<file path="config.mk">
export PLATFORM = sky130hd
export DESIGN_NAME = ov7725_dvp_tx
export DESIGN_NICKNAME = d
export VERILOG_FILES = /design/src/rtl/ov7725_dvp_tx.sv
export SDC_FILE = /design/constraint.sdc
export NUM_CORES = 1
export LEC_CHECK = 0
export BUFFER_PORTS_ARGS = -buffer_cell sky130_fd_sc_hd__buf_2
export CORE_ASPECT_RATIO = 1.4
export CORE_MARGIN = 8
export CORE_UTILIZATION = 53
export CTS_CLUSTER_DIAMETER = 40
export DETAILED_ROUTE_END_ITERATION = 6
export PLACE_DENSITY = 0.84
export SYNTH_ARGS = -nofsm -noshare
export SYNTH_HDL_FRONTEND = slang
export SYNTH_SLANG_ARGS = --single-unit
</file>
<file path="constraint.sdc">
create_clock -name iCLK -period 1.85 [get_ports iCLK]
set_input_delay 0.185 -clock iCLK [delete_from_list [all_inputs] [get_ports iCLK]]
set_output_delay 0.185 -clock iCLK [all_outputs]
set_load 0.02 [all_outputs]
</file>
<file path="src/rtl/ov7725_dvp_tx.sv">
// OV7725-style DVP RGB565 frame source: VSYNC/HREF timing plus a byte stream
// taken from a synchronous pixel RAM or from an internal 8-bar colour pattern.
module ov7725_dvp_tx #(
    parameter int H_ACTIVE = 320,
    parameter int V_ACTIVE = 240,
    parameter int H_BLANK  = 144,
    parameter int VS_LINES = 3,
    parameter int V_BACK   = 17,
    parameter int V_FRONT  = 10
) (
    input  logic        iCLK,
    input  logic        iRST_N,
    input  logic        iEN,
    input  logic        iMODE,
    output logic        oPIX_RD,
    output logic [16:0] oPIX_ADDR,
    input  logic [15:0] iPIX_DATA,
    output logic        OV7725_VSYNC,
    output logic        OV7725_HREF,
    output logic [7:0]  OV7725_D,
    output logic        oFRAME_DONE,
    output logic        oBUSY
);
    localparam int LINE = 2*H_ACTIVE + H_BLANK;
    localparam int HW   = $clog2(LINE);
    localparam int LW   = $clog2(VS_LINES + V_BACK + V_ACTIVE + V_FRONT);
    localparam int BW   = H_ACTIVE / 8;
    localparam int BCW  = $clog2(BW + 1);
    localparam logic [HW-1:0]  H_LAST   = HW'(LINE - 1);
    localparam logic [HW-1:0]  H_HREF   = HW'(2*H_ACTIVE);
    localparam logic [BCW-1:0] BAR_LAST = BCW'(BW - 1);

    typedef enum logic [2:0] {IDLE, VSYNC, VBACK, ACTIVE, VFRONT} state_e;

    typedef struct packed {
        logic vs;
        logic hr;
        logic hi;
        logic done;
        logic busy;
    } ctl_t;

    state_e          state_q, state_d;
    logic [HW-1:0]   h_q, h_d;
    logic [LW-1:0]   ln_q, ln_d, last_ln;
    logic            mode_q, mode_d;
    logic            line_end, frame_last;
    logic            hr0, rd0;
    logic [2:0]      bar_q;
    logic [BCW-1:0]  bcnt_q;
    logic [16:0]     addr_q;
    ctl_t            s1_q, s2_q;
    logic [15:0]     s1_bar_q, s2_bar_q, pix;
    logic [7:0]      lo_q;

    function automatic logic [15:0] bar_rgb(input logic [2:0] b);
        case (b)
            3'd0:    bar_rgb = 16'hFFFF;
            3'd1:    bar_rgb = 16'hFFE0;
            3'd2:    bar_rgb = 16'h07FF;
            3'd3:    bar_rgb = 16'h07E0;
            3'd4:    bar_rgb = 16'hF81F;
            3'd5:    bar_rgb = 16'hF800;
            3'd6:    bar_rgb = 16'h001F;
            default: bar_rgb = 16'h0000;
        endcase
    endfunction

    always_ff @(posedge iCLK or negedge iRST_N) begin
        if (!iRST_N) begin
            state_q <= IDLE;
            h_q     <= '0;
            ln_q    <= '0;
            mode_q  <= 1'b0;
        end else begin
            state_q <= state_d;
            h_q     <= h_d;
            ln_q    <= ln_d;
            mode_q  <= mode_d;
        end
    end

    always_comb begin
        state_d  = state_q;
        h_d      = h_q;
        ln_d     = ln_q;
        mode_d   = mode_q;
        line_end = (h_q == H_LAST);
        unique case (state_q)
            VSYNC:   last_ln = LW'(VS_LINES - 1);
            VBACK:   last_ln = LW'(V_BACK - 1);
            ACTIVE:  last_ln = LW'(V_ACTIVE - 1);
            default: last_ln = LW'(V_FRONT - 1);
        endcase
        frame_last = (state_q == VFRONT) && line_end && (ln_q == last_ln);
        if (state_q == IDLE) begin
            if (iEN) begin
                state_d = VSYNC;
                mode_d  = iMODE;
                h_d     = '0;
                ln_d    = '0;
            end
        end else begin
            h_d = line_end ? '0 : h_q + 1'b1;
            if (line_end) begin
                ln_d = (ln_q == last_ln) ? '0 : ln_q + 1'b1;
                if (ln_q == last_ln) begin
                    unique case (state_q)
                        VSYNC:  state_d = VBACK;
                        VBACK:  state_d = ACTIVE;
                        ACTIVE: state_d = VFRONT;
                        default: begin
                            // iEN is only looked at here, so a drop mid-frame never truncates it
                            state_d = iEN ? VSYNC : IDLE;
                            if (iEN) mode_d = iMODE;
                        end
                    endcase
                end
            end
        end
    end

    assign hr0 = (state_q == ACTIVE) && (h_q < H_HREF);
    assign rd0 = hr0 && !mode_q && !h_q[0];

    // Bar position tracked incrementally; restarts at every line start
    always_ff @(posedge iCLK or negedge iRST_N) begin
        if (!iRST_N) begin
            bar_q  <= '0;
            bcnt_q <= '0;
        end else if (!hr0) begin
            bar_q  <= '0;
            bcnt_q <= '0;
        end else if (h_q[0]) begin
            if (bcnt_q == BAR_LAST) begin
                bcnt_q <= '0;
                bar_q  <= bar_q + 1'b1;
            end else begin
                bcnt_q <= bcnt_q + 1'b1;
            end
        end
    end

    // Stage 1: read strobe/address issue; stage 2: RAM data valid; stage 3: pins
    always_ff @(posedge iCLK or negedge iRST_N) begin
        if (!iRST_N) begin
            s1_q         <= '0;
            s2_q         <= '0;
            s1_bar_q     <= '0;
            s2_bar_q     <= '0;
            addr_q       <= '0;
            lo_q         <= '0;
            oPIX_RD      <= 1'b0;
            oPIX_ADDR    <= '0;
            OV7725_VSYNC <= 1'b0;
            OV7725_HREF  <= 1'b0;
            OV7725_D     <= '0;
            oFRAME_DONE  <= 1'b0;
            oBUSY        <= 1'b0;
        end else begin
            s1_q     <= '{vs: state_q == VSYNC, hr: hr0, hi: !h_q[0],
                          done: frame_last, busy: state_q != IDLE};
            s1_bar_q <= bar_rgb(bar_q);
            oPIX_RD  <= rd0;
            if (state_q == VSYNC) begin
                addr_q    <= '0;
                oPIX_ADDR <= '0;
            end else if (rd0) begin
                oPIX_ADDR <= addr_q;
                addr_q    <= addr_q + 1'b1;
            end
            s2_q     <= s1_q;
            s2_bar_q <= s1_bar_q;
            OV7725_VSYNC <= s2_q.vs;
            OV7725_HREF  <= s2_q.hr;
            oFRAME_DONE  <= s2_q.done;
            oBUSY        <= s2_q.busy;
            if (!s2_q.hr) begin
                OV7725_D <= 8'h00;
            end else if (s2_q.hi) begin
                OV7725_D <= pix[15:8];
                lo_q     <= pix[7:0];
            end else begin
                OV7725_D <= lo_q;
            end
        end
    end

    assign pix = mode_q ? s2_bar_q : iPIX_DATA;

endmodule

</file>
==> impl_results.md, run 1 <==
- Clock sinks: 103
- Worst path slowest cell: or4_1
- Internal power: 5.060 mW
- Syn_area_per_cell: 10.55 um^2
- Hold path depth: 3
- Post-synth top area cell: dfrtp_1
- Top-area cell type share of the netlist area: 55.26%
- DP Area: 0.005344 mm^2
- Final Skew: 7.871 ps
- Post-Syn Area: 0.004664 mm^2
- Initial core utilization: roughly 55%
- Worst Path Buf+Inv: 0
- Number of routed nets with antenna violations: 0
- Wire length per cell: 19.45 um
- I/O pin total: 50
- Met1 Use GR: 21.09%
- Clk Latency, worst-skew pair: 350 ps
- Total grt overflow: 0
- Failing checks: setup timing
- # setup viols final: 13
- Layout Nets: between 500 and 600
- Die W: 95.29 um
- GR Layer Usage met2: 33.96%
- Worst-Margin Slew: 548.3 ps
- Synthesized Nets: 471
- Fmax: 0.4846 GHz
- Finished Layout Cells: 653
- Critical path type: flip-flop to flip-flop
- Slew Limit Fails: 0
- DR vias: 4074
- Core area: 0.008558 mm^2
- Clock Pin Slew Worst Setup and Hold Paths: 70 ps
- Antenna violations before repair: 1
- Synthesized instance count: 442
- Setup TNS: -1348 ps
- Comb pwr share: 33.9%
- Hold path endpoint: OV7725_D[7]
- Post-DP HPWL: 7.495 mm
- Seq/Total Area, Yosys: roughly 55%
- Layout cells sized above 1: 31.63%
- First-pass detailed-route iteration total: 5
- Clk root buf: clkbuf_16
- Main flop type after synthesis: dfrtp_1
- Largest net degree at the start of global routing: 43
- Netlist cell types: 65
- CTS Buf Count: 9
- Vert. Die Dim: 127 um
- Via/cell ratio: 6.239
- Critical path's top delay family: simple AND/OR/NAND/NOR gates
- Starting DRT DRC Count: about 280
- Worst R2R Setup Slack: -210 ps
- Ys async rst share: 100.0%
- RSZ-0062 raised after global routing: yes
- Switching Share: 35.03%
- H-Tree Depth: 3
- Global routing usage on met3: between 3 and 4%
- # placed instances: 623
- Reg-to-reg critical path startpoint: state_q[0]
- Pwr Total: between 7 and 8 mW
- Max IR drop VDD: roughly 0.0011 V
- Vias in the first global route: 3981
- Row cnt: 40
- Die area: 0.01210 mm^2
- Hold Crit Class: primary input to flip-flop
- CP Capture Type: flip-flop
- Number of synthesized flops with an enable pin: 0
- Drt total wl: 12.70 mm
- Psw: 2.728 mW
- Clock Tree Buf Depth: 2
- Critical Path RT: roughly 2100 ps
- PnR worst setup slack: -213.4 ps
- Dpl ws: -157.5 ps
- Seq pwr share: 38.3%
- GRT Util Overall: a little under 20%
- Seq cells post-synth: 103
- Area delta synth->final: 28.73%
- Startpoint types: flip-flop
- P_leak: between 2 and 3 nW
- Pwr Density: 1297 mW/mm^2
- Critical Path Source: state_q[0]
- Worst relative slew slack: 63.45%
- Largest incremental delay on the critical path: 550 ps
- Tcrit/Tclk final: 111.5%
- Status: finished with violations
- Tmin final: roughly 2100 ps
- Global-route wire length before repair: between 15 and 20 mm
- Critical-path cell list: nand2b_1 -> nor3b_1 -> o32ai_2 -> or4_1 -> a22o_1
- Ys Warns: 0
- FF-to-FF End: state_q[1]
- Buffers on Ports: a little under 50
- Gr busiest metal: met2
- Final GP Congestion: about 0.9
- # Max-Cap Violations: 0
- # DRC: 0
- CP max FO: 7
- Design area: 0.006005 mm^2
- FF-to-FF path depth: 5
- WP data arrival: 2300 ps
- Final Hold Vio Count: 0
- Top post-synthesis cells by area: dfrtp_1 55%, a21oi_1 5.4%, o21ai_0 3.9%
- Startpoint of the worst hold path: iPIX_DATA[15]
- TritonCTS clock tree: yes
- Clock power frac: 27.8%
==> cells in the mapped netlist, drive strengths merged, types with 3 or more instances <==
master / number
ha: 9
a21oi: 50
nand4: 6
clkbuf: 11
and3: 13
and2: 7
xor2: 8
nand3: 12
nor2: 32
o31ai: 6
a211oi: 5
inv: 11
xnor2: 10
o21ai: 38
a22o: 19
or3: 9
nand2: 38
nor2b: 3
buf: 8
or2: 3
nor3: 6
dfrtp: 103
nor4: 3
==> registers in the layout (all words and copies together), names as in the netlist, 5 cells and up <==
name       cells
ln_q           9
OV7725_D       8
addr_q        17
s2_q           5
oPIX_ADDR     17
s1_q           5
h_q           10
bcnt_q         6
lo_q           8
==> worst min-delay path: stages <==
cell and delay [ps]:
buf_2 70, a21oi_1 50, a21oi_1 130
==> logic make-up (layout without fill, tap and decap cells) <==
kind of cell	Yosys count	count (layout)	synth area share [%]
buffers and inverters	31	136	2.897
AOI/OAI and AO/OA	137	137	18.94
DFF	103	103	55.26
other	0	1	0
and+or+nand+nor	141	141	16.28
xor gates and xnor gates	18	18	3.541
muxes	3	3	0.6706
adders and majority gates	9	9	2.414
==> area by class of cell <==
cell class                 instances  area, um^2
multi-input combinational        308        2148
sequential                       103        2582
clock inverter                     6       107.6
timing repair buffer             108       748.2
clock buffer                      10       239.0
fill                             544        2554
antenna                            1       2.502
tap                              105       131.4
inverter                          12       45.04
==> per-layer routing <==
layer,vias up,part of all wire (%)
met5,-,0
met1,2033,36
li1,1798,-
met4,0,5.0
met2,189,53
met3,54,6.2
==> timing repair <==
item                                    in CTS  in global routing
cloned                                       0                  1
hold buffers                                 1                  0
pin swaps                                    5                 15
endpoints found under the setup margin      21                 52
gates resized for setup                      9                 39
endpoints found under the hold margin       33                  0
buffers inserted                             4                  8
==> worst max path at each step <==
stage,endpoint,slack (ps),cells past startpoint
floorplan,state_q[1],0.8,5
global placement,state_q[1],-60,5
detailed placement,bar_q[0],-160,5
CTS,state_q[1],-30,6
global route,state_q[0],-240,6
finish,state_q[1],-210,5
==> power groups by stage <==
stage	combinational (mW)	sequential [mW]	clock (mW)
2_1_floorplan	1.34	2.99	0
3_3_place_gp	2.13	2.95	0
3_5_place_dp	2.22	2.98	0
4_1_cts	2.36	2.94	2.16
5_1_grt	2.85	3.03	2.26
6_report	2.64	2.98	2.17
==> placed cells by master, fill, tap and decap left out, types with 4 or more instances in the layout <==
cell type and instances:
nor2_1 31, dfrtp_2 4, nand2_1 36, a21oi_2 6
a211oi_1 4, buf_6 8, xnor2_1 8, buf_2 48
o31ai_1 5, and3_1 10, and2_1 5, buf_4 49
nand3_1 11, a21oi_1 44, or3_1 8, ha_1 8
xor2_1 8, inv_1 10, a22o_1 19, o21ai_0 34
dfrtp_1 99, clkbuf_16 9
==> metrics by stage <==
stage	hold WS (ps)	utilization (%)
after detailed placement	159.6	62.44
after global placement	156.4	62.44
final	140.0	70.16
after global routing	147.3	70.16
after CTS	140.1	67.31
after floorplan	-110.6	-
(Power assumes the default switching activity.)
==> run 2: changes to the inputs <==
--- a/config.mk
+++ b/config.mk
@@ -12,6 +12,8 @@
 export CTS_CLUSTER_DIAMETER = 40
 export DETAILED_ROUTE_END_ITERATION = 6
 export PLACE_DENSITY = 0.84
+export RECOVER_POWER = 50
+export SKIP_LAST_GASP = 1
 export SYNTH_ARGS = -nofsm -noshare
 export SYNTH_HDL_FRONTEND = slang
 export SYNTH_SLANG_ARGS = --single-unit
==> run 2 against run 1 <==
  * The run still ends with setup timing left
  * Power shrank 0.89%
  * Clock skew up 2.8 ps
  * Register-to-register slack gained 120 ps
  * Combinational power fell by 2%
  * Routed wire length is 7.5% lower
  * Clock-buffer cell count unchanged
  * Non-clock buffer count increased by 1
  * Global-route usage fell by 0.086 points
  * Via count fell by 2.5%
  * Critical path depth rose by 2
  * Sequential power hardly changed
  * Largest cell class unchanged
  * Largest power group unchanged
==> impl_results.md, run 2 (synthesis results as in run 1) <==
- Top routing layer in use: met4
- Row cnt: 40 (unchanged)
- Finished Layout Cells: 653 (unchanged)
- Status: finished with violations
- Clk root buf: clkbuf_16
- Clock Pin Slew Worst Setup and Hold Paths: 70 ps (about the same)
- # DRC: 0 (unchanged)
- Fillers: 555 (+2.0%)
- Met2 Wirelength: 6.295 mm (-6.1%)
- Buffers on Ports: 49 (unchanged)
- Antenna violations before repair: 0 (-1)
- Layout cells sized above 1: 27.74% (-3.9 points)
- Final GP Congestion: 0.9110 (unchanged)
- Fmax: 0.5159 GHz (+6.4%)
- Global-route wire length before repair: 18.59 mm (-0.52%)
- TritonCTS clock tree: yes
- # Max-Cap Violations: 0 (unchanged)
- Critical Path Source: state_q[2]
- Drt total wl: 11.75 mm (-7.5%)
- P_leak: 2.639 nW (-3.3%)
- Initial core utilization: 54.50% (unchanged)
- Area delta synth->final: 27.47%
- Design area: 0.005946 mm^2 (-0.98%)
- Critical Path RT: 2090 ps (about the same)
- Core area: 0.008558 mm^2 (unchanged)
- Vias in the first global route: 3988 (+0.18%)
- Worst-Margin Slew: 832.0 ps (+283.7 ps)
- CP Capture Type: flip-flop
- Critical path type: flip-flop to flip-flop
- Pwr Total: 7.719 mW (-0.89%)
- WHS: 139.5 ps (-0.4260 ps)
- Crit path top cell by count: buf_4
- Final Skew: 10.64 ps (+2.773 ps)
- # setup viols final: 14 (+1)
- WP data arrival: 2170 ps (-130 ps)
- CTS Buf Count: 9 (unchanged)
- CP max FO: 9 (+2)
- GRT Util Overall: 19.16% (-0.086 points)
- Final core utilization: 69.47% (-0.69 points)
- Dpl ws: -157.5 ps (unchanged)
- Startpoint types: flip-flop
- Worst R2R Setup Slack: -90 ps (+120 ps)
- Regs by FF count: addr_q: 17 flops, oPIX_ADDR: 17 flops, h_q: 10 flops
- Starting DRT DRC Count: 249 (-9.8%)
- Layout Nets: 572 (+0.18%)
- Wire length per cell: 18.00 um (-7.5%)
- FF-to-FF path depth: 7 (+2)
- Slew Limit Fails: 0 (unchanged)
- DR vias: 3973 (-2.5%)
- Max IR drop VDD: 0.001038 V (-4.7%)
- Tmin final: 1939 ps (-124.9 ps)
- Clock Tree Buf Depth: 2 (unchanged)
- Setup crit end: ln_q[2]
- Vert. Die Dim: 127 um (unchanged)
- Total grt overflow: 0 (unchanged)
- Critical-path cell list: buf_6 -> nor3b_1 -> o32ai_2 -> buf_4 -> o21ai_4 -> buf_4 -> o311ai_2
- Number of routed nets with antenna violations: 0 (unchanged)
- Clk Latency, worst-skew pair: 350 ps (about the same)
- Met1 WL: 4.326 mm (-5.2%)
- Worst relative slew slack: 44.54% (-19 points)
- Die area: 0.01210 mm^2 (unchanged)
- H-Tree Depth: 3 (unchanged)
- Largest net degree at the start of global routing: 43 (unchanged)
- Final Hold Vio Count: 0 (unchanged)
- Tcrit/Tclk final: 104.8% (-6.8 points)
- Failing checks: setup timing
- Post-DP HPWL: 7.495 mm (unchanged)
- Hold Crit Class: primary input to flip-flop
- I/O pin total: 50 (unchanged)
- ANT cells: 0 (-1)
- Most common cell after layout, fill and taps aside: dfrtp_1
- Clock sinks: 103 (unchanged)
- DP Area: 0.005344 mm^2 (unchanged)
- PnR worst setup slack: -88.52 ps (+124.9 ps)
- FF-to-FF End: ln_q[2]
- Reg-to-reg critical path startpoint: state_q[2]
- Commonest cells after routing, fill and taps aside: 99 x dfrtp_1, 47 x buf_4, 44 x a21oi_1
- Via/cell ratio: 6.084 (-2.5%)
- Startpoint of the worst hold path: iPIX_DATA[15]
- Largest incremental delay on the critical path: 430 ps (-120 ps)
- Metal3 WL: 653 um (-17%)
- Setup TNS: -443.5 ps (+904.8 ps)
- Pwr Density: 1298 mW/mm^2 (about the same)
- First-pass detailed-route iteration total: 4 (-1)
- RSZ-0062 raised after global routing: yes
- # placed instances: 623 (unchanged)
- Worst path slowest cell: dfrtp_1
- Die W: 95.29 um (unchanged)
run 2: how the worst min path moves through the flow:
stage,endpoint,slack [ps],cells after the start
after floorplan,OV7725_D[0],-110,0
after global placement,OV7725_D[6],160,1
after detailed placement,OV7725_D[7],160,1
after CTS,OV7725_D[7],140,3
after global routing,OV7725_D[6],150,3
final,OV7725_D[7],140,3
run 2: critical path: cells and delay by family, from the launching register on:
kind            cells  cell delay [ps]
simple gates        1              140
compound gates      3              740
flops               1              430
buf+inv             3              510
run 2: final cells by class:
class / count / area [um^2] / area share (%)
flip-flops and latches: 103 / 2582 / 43.43
clock buffers: 10 / 239.0 / 4.019
repair buffers: 109 / 709.4 / 11.93
multi-input cells: 308 / 2131 / 35.84
well taps: 105 / 131.4 / 2.210
inverters: 12 / 45.04 / 0.7576
clock inverters: 6 / 107.6 / 1.810
run 2: per-layer routing:
| layer | vias up | track usage (%) |
|---|---|---|
| met5 | - | 0 |
| met4 | 0 | 9.779 |
| met3 | 38 | 3.927 |
| met2 | 150 | 33.84 |
| met1 | 1993 | 20.79 |
| li1 | 1792 | - |
run 2: what timing repair did:
| item | CTS | global route |
|---|---|---|
| endpoints found under the setup margin | 21 | 52 |
| pin swaps | 5 | 18 |
| hold buffers | 1 | 0 |
| gates cloned | 0 | 1 |
| gates resized for setup | 7 | 38 |
| buffers inserted | 4 | 9 |
| endpoints found under the hold margin | 33 | 0 |
run 2: power breakdown:
group | switching (mW) | internal (mW)
Combinational | 1.53 | 1.06
Sequential | 0.318 | 2.65
Clock | 0.805 | 1.35
==> run 3: changes to the inputs <==
--- a/config.mk
+++ b/config.mk
@@ -6,9 +6,11 @@
 export NUM_CORES = 1
 export LEC_CHECK = 0
 export BUFFER_PORTS_ARGS = -buffer_cell sky130_fd_sc_hd__buf_2
+export CELL_PAD_IN_SITES_DETAIL_PLACEMENT = 1
+export CELL_PAD_IN_SITES_GLOBAL_PLACEMENT = 1
 export CORE_ASPECT_RATIO = 1.4
 export CORE_MARGIN = 8
-export CORE_UTILIZATION = 53
+export CORE_UTILIZATION = 42
 export CTS_CLUSTER_DIAMETER = 40
 export DETAILED_ROUTE_END_ITERATION = 6
 export PLACE_DENSITY = 0.84
==> run 3 against run 2 <==
  * The flow still finishes with violations (setup timing)
  * Routed wire length grew 31%
  * Clock skew is essentially flat
  * Global-route usage grew 0.13 points
  * Utilization shrank 13 points
  * Clock-buffer cell count grew 2
  * Non-clock buffer count grew 10
  * Power grew 1.2%
  * Critical path depth is the same
  * First-iteration DRC count shrank 3.6%
  * Via count grew 1.4%
  * Sequential share of layout area shrank 1.3 points
  * Largest power group is now combinational cells
==> impl_results.md, run 3 (synthesis results as in run 1) <==
- Clock Pin Slew Worst Setup and Hold Paths: 70 ps (about the same)
- Initial core utilization: 42.92% (-12 points)
- Max IR drop VDD: 0.0006175 V (-41%)
- Clock Tree Buf Depth: 2 (unchanged)
- Drt total wl: 15.43 mm (+31%)
- Largest net degree at the start of global routing: 49 (+14%)
- Clk Latency, worst-skew pair: 350 ps (about the same)
- Via/cell ratio: 5.757 (-5.4%)
- Die area: 0.01478 mm^2 (+22%)
- I/O pin total: 50 (unchanged)
- Most common cell after layout, fill and taps aside: dfrtp_1
- Final Skew: 10.19 ps (-0.4487 ps)
- TritonCTS clock tree: yes
- WP data arrival: 2190 ps (+20 ps)
- Worst path slowest cell: dfrtp_2
- Row cnt: 45 (+13%)
- Final core utilization: 56.30% (-13 points)
- Final GP Congestion: 0.8469 (-7.0%)
- Dpl ws: -106.1 ps (+51.41 ps)
- Finished Layout Cells: 700 (+7.2%)
- Worst Path Buf+Inv: 2 (-1)
- Number of routed nets with antenna violations: 0 (unchanged)
- Global-route wire length before repair: 22.78 mm (+23%)
- PnR worst setup slack: -108.5 ps (-19.94 ps)
- Startpoint types: flip-flop
- Regs by FF count: addr_q: 17 flops, oPIX_ADDR: 17 flops, h_q: 10 flops
- CP Capture Type: flip-flop
- Tmin final: 1958 ps (+19.94 ps)
- Vert. Die Dim: 140.7 um (+11%)
- ANT cells: 0 (unchanged)
- P_leak: 2.753 nW (+4.3%)
- # placed instances: 662 (+6.3%)
- Slew Limit Fails: 0 (unchanged)
- Tcrit/Tclk final: 105.9% (+1.1 points)
- Clock sinks: 103 (unchanged)
- Worst relative slew slack: 48.07% (+3.5 points)
- Layout cells sized above 1: 35.42% (+7.7 points)
- Post-DP HPWL: 9.248 mm (+23%)
- Critical path's top delay family: compound AO/OA/AOI/OAI gates
- # Max-Cap Violations: 0 (unchanged)
- CTS Buf Count: 9 (unchanged)
- Area delta synth->final: 31.17%
- H-Tree Depth: 3 (unchanged)
- # setup viols final: 17 (+3)
- Die W: 105.1 um (+10%)
- Antenna violations before repair: 0 (unchanged)
- Vias in the first global route: 4421 (+11%)
- Worst-Margin Slew: 779.0 ps (-52.98 ps)
- Critical path type: flip-flop to flip-flop
- Total grt overflow: 0 (unchanged)
- GRT Util Overall: 19.29% (+0.13 points)
- Commonest cells after routing, fill and taps aside: 101 x dfrtp_1, 56 x buf_4, 48 x buf_2
- DR vias: 4030 (+1.4%)
- RSZ-0062 raised after global routing: yes
- Buffers on Ports: 49 (unchanged)
- CP max FO: 5 (-4)
- Starting DRT DRC Count: 240 (-3.6%)
- Pwr Density: 1277 mW/mm^2 (-1.6%)
- Hold Crit Class: primary input to flip-flop
- Clk root buf: clkbuf_16
- Status: finished with violations
- First-pass detailed-route iteration total: 4 (unchanged)
- Layout Nets: 583 (+1.9%)
- Core area: 0.01087 mm^2 (+27%)
- Failing checks: setup timing
- Pwr Total: 7.813 mW (+1.2%)
- Wire length per cell: 22.04 um (+22%)
- Critical Path RT: 2080 ps (about the same)
- Largest incremental delay on the critical path: 460 ps (+30 ps)
- Fmax: 0.5106 GHz (-1.0%)
- Final Hold Vio Count: 0 (unchanged)
- # DRC: 0 (unchanged)
- Critical-path cell list: buf_6 -> xnor2_4 -> o211a_1 -> o32ai_4 -> buf_4 -> a2111o_1 -> a32o_1
run 3: cell count changes in the layout (fill, tap and decap cells not counted), moves of 5 or more:
cell and delta:
or3_1 -7, a21oi_1 -6, o21ai_1 +5, o21ai_0 -6
clkbuf_1 -17, buf_4 +9, a21oi_2 +6, buf_2 +18
or3_4 +7
run 3: path summary, 6_finish.rpt:
path                           endpoint  slack, ps          start  depth (start not counted)
max                          state_q[0]       -110     state_q[1]                          7
min                         OV7725_D[2]        140  iPIX_DATA[10]                          3
max reg2reg                  state_q[0]       -110     state_q[1]                          7
min reg2reg                OV7725_VSYNC        360        s2_q[4]                          0
max in group asynchronous       ln_q[4]        150         iRST_N                          3
min in group asynchronous       s2_q[3]        450         iRST_N                          2
run 3: layout make-up:
| type | count | area, um^2 |
|---|---|---|
| Multi-Input combinational cell | 309 | 2211 |
| Fill cell | 1150 | 4748 |
| Tap cell | 141 | 176.4 |
| Timing Repair Buffer | 119 | 798.3 |
| Clock inverter | 4 | 51.30 |
| Sequential cell | 103 | 2580 |
| Inverter | 12 | 45.04 |
| Clock buffer | 12 | 256.5 |
run 3: per-layer routing:
layer / wire (um) / up-vias / global-route usage, %
li1: - / 1810 / -
met1: 5877 / 2077 / 19.57
met2: 8619 / 106 / 36.56
met3: 494 / 37 / 3.923
met4: 437 / 0 / 9.125
met5: 0 / - / 0
run 3: tightest hold or removal path: cells and delay by family:
family                 cells  cell delay [ps]
AO/OA/AOI/OAI              2              180
buffers and inverters      1               80
run 3: power by group:
part | switching, mW | leakage, nW | internal (mW)
combinational | 1.78 | 1.29 | 1.14
clock | 0.854 | 0.149 | 1.13
sequential | 0.261 | 1.32 | 2.65
run 3: timing repair:
item | CTS | global route
hold endpoints to repair | 30 | 0
gates resized for setup | 18 | 47
hold buffers | 1 | 0
pin swaps | 12 | 24
cloned | 1 | 0
setup endpoints to repair | 21 | 46
buffers inserted | 5 | 15
run 3: through the flow:
stage	hold WS [ps]	cell area, um^2	setup TNS [ps]
after CTS	137.3	5834	-518.5
after global placement	149.6	5411	0
after global routing	154.3	6118	-5933
final	141.9	6118	-1105
after floorplan	-110.6	4691	0
after detailed placement	151.5	5411	-768.8
